===== config.mk =====
export PLATFORM = sky130hd
export DESIGN_NAME = set_assoc_cache
export DESIGN_NICKNAME = d
export VERILOG_FILES = /design/src/rtl/cache_pkg.sv /design/src/rtl/cache_tag_store.sv /design/src/rtl/set_assoc_cache.sv
export SDC_FILE = /design/constraint.sdc
export NUM_CORES = 1
export LEC_CHECK = 0
export CAP_MARGIN = 0
export CORE_AREA = 2 2 223 390
export CTS_CLUSTER_DIAMETER = 60
export CTS_CLUSTER_SIZE = 14
export DETAILED_ROUTE_END_ITERATION = 8
export DIE_AREA = 0 0 225 392
export HOLD_SLACK_MARGIN = 0.03
export PLACE_DENSITY = 0.63
export SETUP_SLACK_MARGIN = 0.05
export SLEW_MARGIN = 15
export SYNTH_ARGS = -nofsm -noshare
export SYNTH_HDL_FRONTEND = slang
export SYNTH_HIERARCHICAL = 1
export SYNTH_SLANG_ARGS = --single-unit

===== constraint.sdc =====
create_clock -name clk -period 19.19 [get_ports clk]
set_clock_uncertainty 0.1 [all_clocks]
set_input_delay 1.919 -clock clk [delete_from_list [all_inputs] [get_ports clk]]
set_output_delay 1.919 -clock clk [all_outputs]
set_load 0.02 [all_outputs]

===== src/rtl/cache_pkg.sv =====
// Shared definitions for the two-way set-associative cache.
//   state_t        : controller states (IDLE, COMPARE, WRITEBACK, FILL)
//   WAYS           : associativity (fixed at two; one lru bit per set)
//   cache_idx_w()  : set-index width for a given set count
//   cache_tag_w()  : tag width for a given word-address width and set count
package cache_pkg;

  localparam int WAYS = 2;

  typedef enum logic [1:0] {
    IDLE      = 2'd0,
    COMPARE   = 2'd1,
    WRITEBACK = 2'd2,
    FILL      = 2'd3
  } state_t;

  function automatic int cache_idx_w(input int sets);
    return $clog2(sets);
  endfunction

  function automatic int cache_tag_w(input int addr_w, input int sets);
    return addr_w - $clog2(sets);
  endfunction

endpackage


===== src/rtl/cache_tag_store.sv =====
// Tag/state store for the two-way cache: valid, dirty and tag per way and
// set, plus one lru bit per set naming the least-recently-used way.
// Lookup is combinational on idx/tag; updates happen on the clock edge.
//   clk, rst      : clock, synchronous active-high reset (clears valid,
//                   dirty and lru; tags are left as-is)
//   idx, tag      : set index and tag of the request being looked up
//   hit, hit_way  : lookup result (hit_way only meaningful when hit=1)
//   victim_*      : replacement candidate for the set and its state
//   wr_*          : install/mark a line: valid=1, tag=wr_tag, dirty=wr_dirty
//   lru_en/lru_way: record an access to lru_way (lru becomes the other way)
module cache_tag_store
  import cache_pkg::*;
#(
  parameter int SETS  = 8,
  parameter int IDX_W = 3,
  parameter int TAG_W = 5
) (
  input  logic             clk,
  input  logic             rst,
  input  logic [IDX_W-1:0] idx,
  input  logic [TAG_W-1:0] tag,
  output logic             hit,
  output logic             hit_way,
  output logic             victim_way,
  output logic             victim_valid,
  output logic             victim_dirty,
  output logic [TAG_W-1:0] victim_tag,
  input  logic             wr_en,
  input  logic             wr_way,
  input  logic [TAG_W-1:0] wr_tag,
  input  logic             wr_dirty,
  input  logic             lru_en,
  input  logic             lru_way
);

  logic [SETS-1:0]  valid_q [WAYS];
  logic [SETS-1:0]  dirty_q [WAYS];
  logic [TAG_W-1:0] tag_q   [WAYS][SETS];
  logic [SETS-1:0]  lru_q;

  logic hit0;
  logic hit1;

  assign hit0    = valid_q[0][idx] && (tag_q[0][idx] == tag);
  assign hit1    = valid_q[1][idx] && (tag_q[1][idx] == tag);
  assign hit     = hit0 || hit1;
  assign hit_way = hit0 ? 1'b0 : 1'b1;

  // Fill empty ways before evicting anything; way0 is preferred.
  always_comb begin
    victim_way = lru_q[idx];
    if (!valid_q[0][idx]) begin
      victim_way = 1'b0;
    end else if (!valid_q[1][idx]) begin
      victim_way = 1'b1;
    end
  end

  assign victim_valid = valid_q[victim_way][idx];
  assign victim_dirty = dirty_q[victim_way][idx];
  assign victim_tag   = tag_q[victim_way][idx];

  always_ff @(posedge clk) begin
    if (rst) begin
      for (int w = 0; w < WAYS; w++) begin
        valid_q[w] <= '0;
        dirty_q[w] <= '0;
      end
      lru_q <= '0;
    end else begin
      if (wr_en) begin
        valid_q[wr_way][idx] <= 1'b1;
        dirty_q[wr_way][idx] <= wr_dirty;
      end
      if (lru_en) begin
        lru_q[idx] <= ~lru_way;
      end
    end
  end

  always_ff @(posedge clk) begin
    if (wr_en) begin
      tag_q[wr_way][idx] <= wr_tag;
    end
  end

endmodule


===== src/rtl/set_assoc_cache.sv =====
// Two-way set-associative, write-back, write-allocate cache with one word
// per line and per-set LRU replacement. A CPU request is captured in IDLE,
// looked up in COMPARE, and on a miss may go through WRITEBACK (dirty
// victim) and FILL (read miss) over a req/ack memory handshake.
//   clk, rst               : clock, synchronous active-high reset
//   cpu_req/we/addr/wdata  : CPU request, taken only while cpu_ready=1
//   cpu_ready              : high only in IDLE
//   cpu_done/hit/rdata     : one-cycle completion pulse, hit flag, read data
//   mem_req/we/addr/wdata  : memory request, held until mem_ack
//   mem_ack/rdata          : one-cycle acknowledge with fill data
module set_assoc_cache
  import cache_pkg::*;
#(
  parameter int DATA_WIDTH = 32,
  parameter int ADDR_WIDTH = 8,
  parameter int SETS       = 8
) (
  input  logic                  clk,
  input  logic                  rst,
  input  logic                  cpu_req,
  input  logic                  cpu_we,
  input  logic [ADDR_WIDTH-1:0] cpu_addr,
  input  logic [DATA_WIDTH-1:0] cpu_wdata,
  output logic                  cpu_ready,
  output logic                  cpu_done,
  output logic                  cpu_hit,
  output logic [DATA_WIDTH-1:0] cpu_rdata,
  output logic                  mem_req,
  output logic                  mem_we,
  output logic [ADDR_WIDTH-1:0] mem_addr,
  output logic [DATA_WIDTH-1:0] mem_wdata,
  input  logic                  mem_ack,
  input  logic [DATA_WIDTH-1:0] mem_rdata
);

  localparam int IDX_W = cache_idx_w(SETS);
  localparam int TAG_W = cache_tag_w(ADDR_WIDTH, SETS);

  state_t state;

  logic                  req_we_p0;
  logic [ADDR_WIDTH-1:0] req_addr_p0;
  logic [DATA_WIDTH-1:0] req_wdata_p0;
  logic                  vic_way_p0;

  logic [IDX_W-1:0] idx;
  logic [TAG_W-1:0] tag;

  assign idx = req_addr_p0[IDX_W-1:0];
  assign tag = req_addr_p0[ADDR_WIDTH-1:IDX_W];

  logic             hit;
  logic             hit_way;
  logic             victim_way;
  logic             victim_valid;
  logic             victim_dirty;
  logic [TAG_W-1:0] victim_tag;

  logic             wr_en;
  logic             wr_way;
  logic             wr_dirty;
  logic             lru_en;
  logic             lru_way;

  logic                  data_we;
  logic                  data_way;
  logic [DATA_WIDTH-1:0] data_wval;
  logic [DATA_WIDTH-1:0] data_mem [WAYS][SETS];

  cache_tag_store #(
    .SETS  (SETS),
    .IDX_W (IDX_W),
    .TAG_W (TAG_W)
  ) u_tag_store (
    .clk          (clk),
    .rst          (rst),
    .idx          (idx),
    .tag          (tag),
    .hit          (hit),
    .hit_way      (hit_way),
    .victim_way   (victim_way),
    .victim_valid (victim_valid),
    .victim_dirty (victim_dirty),
    .victim_tag   (victim_tag),
    .wr_en        (wr_en),
    .wr_way       (wr_way),
    .wr_tag       (tag),
    .wr_dirty     (wr_dirty),
    .lru_en       (lru_en),
    .lru_way      (lru_way)
  );

  // Array update strobes. Every install or hit also marks the touched way
  // as most-recently-used. After COMPARE the victim way comes from the
  // register captured there, since the set is not touched in between.
  always_comb begin
    wr_en     = 1'b0;
    wr_way    = 1'b0;
    wr_dirty  = 1'b0;
    lru_en    = 1'b0;
    lru_way   = 1'b0;
    data_we   = 1'b0;
    data_way  = 1'b0;
    data_wval = req_wdata_p0;
    case (state)
      COMPARE: begin
        if (hit) begin
          lru_en  = 1'b1;
          lru_way = hit_way;
          if (req_we_p0) begin
            wr_en    = 1'b1;
            wr_way   = hit_way;
            wr_dirty = 1'b1;
            data_we  = 1'b1;
            data_way = hit_way;
          end
        end else if (req_we_p0 && !(victim_valid && victim_dirty)) begin
          // Write miss with a clean victim installs without any fetch.
          wr_en    = 1'b1;
          wr_way   = victim_way;
          wr_dirty = 1'b1;
          lru_en   = 1'b1;
          lru_way  = victim_way;
          data_we  = 1'b1;
          data_way = victim_way;
        end
      end
      WRITEBACK: begin
        if (mem_req && mem_ack && req_we_p0) begin
          wr_en    = 1'b1;
          wr_way   = vic_way_p0;
          wr_dirty = 1'b1;
          lru_en   = 1'b1;
          lru_way  = vic_way_p0;
          data_we  = 1'b1;
          data_way = vic_way_p0;
        end
      end
      FILL: begin
        if (mem_req && mem_ack) begin
          wr_en     = 1'b1;
          wr_way    = vic_way_p0;
          wr_dirty  = 1'b0;
          lru_en    = 1'b1;
          lru_way   = vic_way_p0;
          data_we   = 1'b1;
          data_way  = vic_way_p0;
          data_wval = mem_rdata;
        end
      end
      default: ;
    endcase
  end

  always_ff @(posedge clk) begin
    if (data_we) begin
      data_mem[data_way][idx] <= data_wval;
    end
  end

  always_ff @(posedge clk) begin
    if (rst) begin
      state      <= IDLE;
      cpu_ready  <= 1'b1;
      cpu_done   <= 1'b0;
      cpu_hit    <= 1'b0;
      cpu_rdata  <= '0;
      mem_req    <= 1'b0;
      mem_we     <= 1'b0;
      mem_addr   <= '0;
      mem_wdata  <= '0;
      vic_way_p0 <= 1'b0;
    end else begin
      cpu_done <= 1'b0;
      case (state)
        // p0 boundary: request captured here, looked up next cycle
        IDLE: begin
          if (cpu_req) begin
            req_we_p0    <= cpu_we;
            req_addr_p0  <= cpu_addr;
            req_wdata_p0 <= cpu_wdata;
            cpu_ready    <= 1'b0;
            state        <= COMPARE;
          end
        end
        COMPARE: begin
          if (hit) begin
            if (!req_we_p0) begin
              cpu_rdata <= data_mem[hit_way][idx];
            end
            cpu_done  <= 1'b1;
            cpu_hit   <= 1'b1;
            cpu_ready <= 1'b1;
            state     <= IDLE;
          end else begin
            vic_way_p0 <= victim_way;
            if (victim_valid && victim_dirty) begin
              mem_req   <= 1'b1;
              mem_we    <= 1'b1;
              mem_addr  <= {victim_tag, idx};
              mem_wdata <= data_mem[victim_way][idx];
              state     <= WRITEBACK;
            end else if (!req_we_p0) begin
              mem_req  <= 1'b1;
              mem_we   <= 1'b0;
              mem_addr <= req_addr_p0;
              state    <= FILL;
            end else begin
              cpu_done  <= 1'b1;
              cpu_hit   <= 1'b0;
              cpu_ready <= 1'b1;
              state     <= IDLE;
            end
          end
        end
        WRITEBACK: begin
          if (mem_req && mem_ack) begin
            mem_req <= 1'b0;
            if (req_we_p0) begin
              cpu_done  <= 1'b1;
              cpu_hit   <= 1'b0;
              cpu_ready <= 1'b1;
              state     <= IDLE;
            end else begin
              state <= FILL;
            end
          end
        end
        FILL: begin
          // Entered with mem_req low after a writeback: issue the fill now,
          // leaving the one idle cycle between the two transfers.
          if (!mem_req) begin
            mem_req  <= 1'b1;
            mem_we   <= 1'b0;
            mem_addr <= req_addr_p0;
          end else if (mem_ack) begin
            mem_req   <= 1'b0;
            cpu_rdata <= mem_rdata;
            cpu_done  <= 1'b1;
            cpu_hit   <= 1'b0;
            cpu_ready <= 1'b1;
            state     <= IDLE;
          end
        end
        default: state <= IDLE;
      endcase
    end
  end

endmodule

After elaboration in Yosys (flattened, before gate mapping)
Memory sizes are Yosys's and may differ from the RTL's.
Cells that the tools add are included.
Word-level totals
  bits of input ports: 77
  bits in writable memories: 624
  memories kept: 4
  logic and storage cells: 183
  memory bits (read-only): 0
  output and inout port bits: 77
  latch bits: 0
  flip-flop bits (word level): 129
Operators by class
  bitwise operators: 4
  reduce and logical (&&, ||, !) cells: 24
  muxes and demuxes: 118
  multipliers: 0
  equality and inequality tests: 15
  add/sub/neg operators: 0
  div/mod/pow operators: 0
  order comparisons: 4
  shift-type cells: 0
Memories
  data_mem: depth 2, bits a word 256, read ports 2, clocked after memory_dff 0, write ports 1, line set_assoc_cache.sv:68  | logic [DATA_WIDTH-1:0] data_mem [WAYS][SETS];
  u_tag_store.tag_q: depth 2, bits a word 40, read ports 3, clocked after memory_dff 0, write ports 1, line cache_tag_store.sv:38  | logic [TAG_W-1:0] tag_q [WAYS][SETS];
  u_tag_store.dirty_q: depth 2, bits a word 8, read ports 1, clocked after memory_dff 0, write ports 2, line cache_tag_store.sv:37  | logic [SETS-1:0] dirty_q [WAYS];
  u_tag_store.valid_q: depth 2, bits a word 8, read ports 3, clocked after memory_dff 0, write ports 2, line cache_tag_store.sv:36  | logic [SETS-1:0] valid_q [WAYS];
Operators with widths (count)
  two-way mux 32 bit: 11
  two-way mux 256 bit: 1
  binary-select mux 32 bit (select 3 bit): 2
  demux 32 bit (select 3 bit): 1
  two-way mux 8 bit: 9
  one-hot mux 32 bit (2 select lines): 1
  two-way mux 1 bit: 55
  binary-select mux 5 bit (select 3 bit): 3
  two-way mux 40 bit: 1
  two-way mux 5 bit: 7
  one-hot mux 1 bit (3 select lines): 7
  inequality test 2 bit, second input constant: 8
  one-hot mux 8 bit (2 select lines): 1
  OR reduction 8 bit: 2
  binary-select mux 1 bit (select 3 bit): 5
  demux 5 bit (select 3 bit): 1
  AND reduction 5 bit: 3
  two-way mux 2 bit: 7
  AND reduction 4 bit: 3
  equality test 5 bit: 2
  bitwise mux 8 bit: 1
  logical AND 1 bit: 8
  one-hot mux 2 bit (4 select lines): 1
  inequality test 3 bit, second input constant: 2
  18 further kinds: 23

Longest topological paths before layout
Gate-level depths: netlist of the first run.
An unclocked memory read counts as a cell.
  depth after elaboration: 18
  gate-level depth with buffers: 20
  gate-level depth less buffers: 16

By module
The synthesis of the first run kept the hierarchy.
By module, submodules not included
  set_assoc_cache: cells each 1863, sequential area each 18207.5 um2, area an instance 28571.2 um2, instances 1
  cache_tag_store: cells each 473, sequential area each 3363.2 um2, area an instance 6023.3 um2, instances 1

Least setup slack after synthesis of the first run
No wires, ideal clock.
  kind: register -> register
  start point: reg req_addr_p0[0]
  end point: mem data_mem[0][192] (netlist bit) (enable)
  stages on the path, launching flop included: 15
  data arrival time: 6.476 ns
  required time: 18.588 ns
  path buffers: 4
  slack: 12.112 ns
  library setup time: 0.502 ns
  clock period less this slack: 7.078 ns
  cell sequence: edfxtp_1 > buf_2 > buf_1 > mux4_2 > mux2i_1 > xor2_1 > nand3_1 > nor4_1 > a31o_2 > buf_2 > mux2_2 > o2111a_1 > o21a_1 > buf_2 > nor4_1
Between the ends
  elaborated cells on any way between the ends: 44
  classes of those cells: order compare: 2; eq/ne: 2; mux: 30; bitwise: 1; reduce/logical: 7; memory: 2
RTL lines
  start, declared: line set_assoc_cache.sv:42  | logic [ADDR_WIDTH-1:0] req_addr_p0;
  start signal, assigned: line set_assoc_cache.sv:180  | req_addr_p0 <= cpu_addr;
  inverter 3 -> 4 bit (implied by the code): line cache_tag_store.sv:44, cache_tag_store.sv:45
  binary-select mux 5 bit (select 3 bit) (on tied branches): line cache_tag_store.sv:44, cache_tag_store.sv:45
  two-way mux 5 bit (on tied branches) (2 in a row): line cache_tag_store.sv:44, cache_tag_store.sv:45
  equality test 5 bit (on tied branches): line cache_tag_store.sv:44, cache_tag_store.sv:45
  logical AND 1 bit (on tied branches): line cache_tag_store.sv:44, cache_tag_store.sv:45
  logical OR 1 bit (*): line cache_tag_store.sv:46  | assign hit = hit0 || hit1;
  via hit: line set_assoc_cache.sv:52  | logic hit;
  two-way mux 1 bit (*): line set_assoc_cache.sv:107  | if (hit) begin
  one-hot mux 1 bit (3 select lines) (*): line set_assoc_cache.sv:105  | case (state)
  via data_way: line set_assoc_cache.sv:66  | logic data_way;
  end, declared: line set_assoc_cache.sv:68
The timed path passes the listed nets; every way through them passes the cells marked *. The select of a mux whose other input is x is not followed.

==> results of run 1 <==
## registers in the layout (all words and copies together) (netlist names)
signal / flops
cpu_done: 1
u_tag_store/lru_q: 8
mem_req: 1
u_tag_store/tag_q: 80
mem_addr: 8
mem_wdata: 32
u_tag_store/valid_q: 16
cpu_rdata: 32
data_mem: 512
state: 2
req_wdata_p0: 32
req_we_p0: 1
cpu_ready: 1
req_addr_p0: 8
vic_way_p0: 1
u_tag_store/dirty_q: 16
mem_we: 1
cpu_hit: 1
## worst paths after layout
path                  startpoint                   endpoint  slack, ns  cells after the start
setup / recovery  req_addr_p0[0]  u_tag_store/dirty_q[0][2]      11.82                     13
hold / removal     mem_wdata[18]              mem_wdata[18]       0.38                      1
setup reg to reg  req_addr_p0[0]  u_tag_store/dirty_q[0][2]      11.82                     13
hold reg to reg    mem_wdata[18]              mem_wdata[18]       0.38                      1
## report_power, final
part / internal (uW) / switching (uW) / leakage (uW)
clock network: 601 / 593 / 0.000853
registers: 1800 / 20.5 / 0.00671
logic: 98.3 / 161 / 0.00667
total: 2500 / 775 / 0.0142
## Yosys cell counts, drive strengths merged (7+ instances only)
cell type and number:
nor2b 10, a31o 16, inv 17, buf 106
or2 12, mux4 118, nand3 54, a311oi 12
o22ai 88, nand2b 21, mux2i 376, nor2 135
dfxtp 104, o21ai 65, mux2 51, a21oi 81
clkbuf 74, nand2 62, a31oi 37, edfxtp 649
and2 9, nor4 9, a22oi 54, o211ai 7
nor3 38, a221oi 8, a2111oi 33
## logic make-up after synthesis
family,Yosys count,synth area share [%]
AO/OA/AOI/OAI,447,8.68
multiplexers,545,20.3
buffers and inverters,200,2.98
flip-flops,753,62.4
XOR/XNOR,10,0.253
adder cells (fa/ha/maj),5,0.181
AND/OR/NAND/NOR,376,5.23
## per-stage QoR
step                      cells  total power, uW
after detailed placement   3444             2110
after floorplan            2336             2000
after CTS                  3557             3290
after global routing       3557             3370
final                      3557             3270
after global placement     3444             2110
## per-layer routing
| layer | part of all wire, % | up-vias | GRT usage (%) |
|---|---|---|---|
| met2 | 51 | 1118 | 42.4 |
| li1 | - | 9519 | - |
| met5 | 0.012 | - | 0 |
| met3 | 6.3 | 368 | 3.46 |
| met1 | 36 | 11473 | 28.0 |
| met4 | 6.9 | 2 | 15.7 |
## area by class of cell
class	count	area share (%)
sequential	753	55.5
multi-input combinational	1383	31.2
timing repair buffer	208	5.02
clock buffer	104	4.34
tap	1080	3.47
clock inverter	9	0.257
inverter	20	0.212
## placed cells by master (no fill, tap or decap), drive strengths merged, types with 8 or more instances in the layout
| master | Yosys | layout |
|---|---|---|
| nor4 | 9 | 9 |
| edfxtp | 649 | 649 |
| a2111oi | 33 | 33 |
| dfxtp | 104 | 104 |
| and2 | 9 | 9 |
| a21oi | 81 | 81 |
| nand2b | 21 | 21 |
| a221oi | 8 | 8 |
| clkdlybuf4s50 | 0 | 152 |
| a31o | 16 | 16 |
| o21ai | 65 | 65 |
| nor2b | 10 | 10 |
| nor3 | 38 | 38 |
| nand3 | 54 | 54 |
| nor2 | 135 | 135 |
| clkbuf | 74 | 104 |
| a31oi | 37 | 37 |
| or2 | 12 | 12 |
| mux4 | 118 | 118 |
| a22oi | 54 | 54 |
| nand2 | 62 | 62 |
| a311oi | 12 | 12 |
| buf | 106 | 56 |
| mux2 | 51 | 51 |
| mux2i | 376 | 376 |
| o22ai | 88 | 88 |
| inv | 17 | 22 |
==> results.toml, run 1 <==
[layout]
area_growth_pct = 12.4
utilization_pct = 45.7
multi_input_comb_area_um2 = 12100
n_antenna_cell = 0
regArea_um2 = 21600
nets = 2509
num-fill-cells = 7376
fin_area_um2 = 38900
drive_above_1_share_pct = 13.8

[synth]
ys_seq_elements = 753
yosysWarnings = 6
synth_nets = 2418
ys_async_sr_fraction_pct = 0
syn_area_um2 = 34600
synth_top_area_share_pct = 56.3
synth.area.top_cells = "edfxtp_1 (56%), mux2i_1 (11%), mux4_2 (7.2%)"
yosys.area.top_type = "edfxtp_1"
ys_seq_area_share_pct = 62.4
yosysUniqueCellTypes = 81
syn_avg_cell_area_um2 = 14.8
synth-edff-count = 649
synth_cells = 2336
synth_ff_type = "edfxtp_1"

[floorplanning]
fp.dieW_um = 225
core_area_um2 = 85100
num_io_pins = 154
rows = 142
initial_core_util_pct = 40.6
die_h_um = 392
die_area_um2 = 88200

[setup_path]
crit_type = "reg -> reg"
worstSetupStartpointType = "flop"
crit_arrival_ns = 7.66
crit_slowest_cell = "buf_4"
cp_max_fo = 52
critPathMaxStageDelay_ns = 0.80
crit_path_frequent_cell = "buf_4"
crit_family = "simple AND/OR/NAND/NOR gates"
required_ns = 19.48
path_buf_inv = 3
end_kind = "flop"
crit_path_cell_trace = "buf_4 > buf_4 > buf_4 > mux4_2 > and2_0 > nor3_1 > nand3_4 > mux2_2 > o2111a_1 > o21a_1 > nand2b_1 > nor3_1 > or2_2"

[clock_network]
cts.clk_slew.worst_paths_ns = 0.07
cts_tree = "done"
cts_resized = 0
numCtsBuffers = 61
post-cts-setup-buffers = 0
hold_buffers = 0
clockRootBuffer = "clkbuf_16"
h-tree-depth = 2
clk_path_buf_depth = 3
clkLatencyLatePin_ns = 0.66
cts.sinks = 753

[drt]
drc = 0
via_per_inst = 6.32
dr.pass1.iters = 7
wirelength_mm = 108
num_vias = 22480
wire_per_inst_um = 30.4
drt_iter0_markers = 2086
final_antenna_net_count = 0

[power]
peakVddDrop_v = 0.0000744
p_leak_uw = 0.0142
powerDensity_nw_per_um2 = 84.1

[timing]
hold_viol = 0
slew_viol_final = 0
setup_tns_ns = 0
min_period_ns = 7.37
holdWs_ns = 0.382
setup_slack_ns = 11.82
clock.fmax_ghz = 0.136
max_slew_margin_pct = 19.1
setup_violations = 0
finalCritPeriodShare_pct = 38.4
tightest_slew_ns = 1.21
rsz0062_at_grt = "false"

[placed_design]
io_buffers = 153
placed_cell_area_um2 = 37100
pre_cts_ws_ns = 11.87
dp_hpwl_mm = 65.7
place.gp.congestion = 0.982

[min_path]
hold_class = "reg -> reg"

[global_routing]
grt_first_pass_wirelength_mm = 156
grt_max_degree = 126
grt_pass1_vias = 23461
grt_overflow = 0
grt_antenna_before_repair = 1
grt_usage_pct = 24.4

[flow_run]
cap_violations = 0

[status]
status = "finished, final reports clean"
No activity file was read; power rests on OpenSTA's default activity.
==> run 2: changes to the inputs <==
Settings changed: PLACE_DENSITY 0.63 to 0.65.
Clock period 19.19 ns to 6.5 ns, I/O delays scaled along.
==> run 2 against run 1 <==
Compared with the run above: sequential power rose to 3.0 times the previous value; worst setup slack worse by 11 ns; register-to-register slack worse by 11 ns; hold slack worse by 0.0059 ns; sequential share of layout area down 0.73 points; fmax up 27%; global-route usage up 0.18 points; critical path depth down 1; final cell count up 0.96%; combinational power rose to 3.0 times the previous value; first-iteration DRC count up 0.29%.
==> results.toml, run 2 (same netlist as run 1, synthesis figures left out) <==
[clock_network]
numCtsBuffers = 61
h-tree-depth = 2
cts_tree = "done"
cts.sinks = 753
clockRootBuffer = "clkbuf_16"
cts_resized = 0
cts.clk_slew.worst_paths_ns = 0.07
clk_path_buf_depth = 3
clkLatencyLatePin_ns = 0.66
post-cts-setup-buffers = 0
hold_buffers = 0

[setup_path]
end_kind = "flop"
required_ns = 6.77
r2r_setup_slack_ns = 0.69
worstSetupStartpointType = "flop"
crit_arrival_ns = 6.09
crit_type = "reg -> reg"
cp_max_fo = 22

[floorplanning]
fp.dieW_um = 225
rows = 142
num_io_pins = 154
die_area_um2 = 88200
die_h_um = 392
core_area_um2 = 85100
initial_core_util_pct = 40.6

[drt]
final_antenna_net_count = 0
drc = 0
dr.pass1.iters = 6
wirelength_mm = 109
num_vias = 22683
wire_per_inst_um = 30.4
drt_iter0_markers = 2092
via_per_inst = 6.32

[layout]
nets = 2540
largest_registers = "data_mem (512), u_tag_store/tag_q (80)"
largest_register = "data_mem"
mostFrequentLayoutCells = "edfxtp_1 (649), mux2i_1 (376), clkdlybuf4s50_1 (152)"
fin_area_um2 = 39400
drive_above_1_share_pct = 14.7
layoutNonFillerInstCount = 3591
largest_reg_flops = 512
n_antenna_cell = 0
area_growth_pct = 13.9
layout_commonest_cell = "edfxtp_1"

[timing]
clock.fmax_ghz = 0.172
tightest_slew_ns = 1.21
holdWs_ns = 0.376
setup_violations = 0
slew_viol_final = 0
hold_viol = 0
rsz0062_at_grt = "false"
setup_tns_ns = 0
min_period_ns = 5.81
max_slew_margin_pct = 18.8
finalCritPeriodShare_pct = 89.4

[power]
peakVddDrop_v = 0.000229
powerDensity_nw_per_um2 = 245
power_uw = 9670
p_leak_uw = 0.0145

[placed_design]
dpl.cell_count = 3475
place.gp.congestion = 0.931
placed_cell_area_um2 = 37600
io_buffers = 153
dp_hpwl_mm = 68.7

[status]
status = "finished, final reports clean"

[min_path]
hold_class = "reg -> reg"

[global_routing]
grt_usage_pct = 24.6
grt_pass1_vias = 23639
grt_max_degree = 96
grt_overflow = 0
grt_antenna_before_repair = 3
grt_first_pass_wirelength_mm = 158

[flow_run]
cap_violations = 0
-- run 2: cell count changes in the layout (fill, tap and decap cells not counted) --
cell      delta
buf_4        +9
clkinv_1     +1
clkinv_2     -3
buf_12      +22
inv_6        -2
clkinv_4     +2
nor2_4       -1
clkbuf_1     +4
nor2_1       +1
inv_8        +1
-- run 2: power breakdown --
group | internal (uW) | total, uW | switching (uW)
clock | 1780 | 3530 | 1740
combinational | 297 | 770 | 472
sequential | 5310 | 5380 | 68.6
total | 7390 | 9670 | 2280
-- run 2: layout make-up --
type	count	area (um^2)
inverters	20	82.6
flip-flops and latches	753	21600
well taps	1080	1350
clock inverters	8	100
fillers	7351	45700
multi-input cells	1383	12100
repair buffers	239	2460
clock buffers	108	1700
-- run 2: through the flow --
stage	setup slack (ns)	utilization, %
after floorplan	-0.578	-
after global placement	0.889	44.2
after detailed placement	0.771	44.2
after CTS	0.721	46.3
after global routing	0.530	46.3
final	0.687	46.3
-- run 2: per-layer routing --
layer	up-vias	global-route usage, %	wire (um)
met1	11556	28.2	39200
li1	9583	-	-
met2	1157	43.3	55500
met5	-	0	27
met4	4	14.8	7370
met3	383	3.30	7190
-- run 2: final timing paths --
| kind | cells after the start | from | endpoint |
|---|---|---|---|
| setup reg to reg | 12 | req_addr_p0[2] | u_tag_store/dirty_q[0][5] |
| hold reg to reg | 1 | mem_wdata[23] | mem_wdata[23] |
| setup / recovery | 12 | req_addr_p0[2] | u_tag_store/dirty_q[0][5] |
| hold / removal | 1 | mem_wdata[23] | mem_wdata[23] |
-- run 2: critical path: stages, from the launching register on --
cell and delay [ns]:
edfxtp_1 0.77, nor3_1 1.07, a221o_1 0.29, a221oi_1 0.06, xnor2_1 0.15, nor3_1 0.53
a31o_2 0.44, mux2_2 0.39, o2111a_1 0.18, o21a_1 0.37, nand2b_1 0.38, nor2_1 0.55
or2_2 0.22
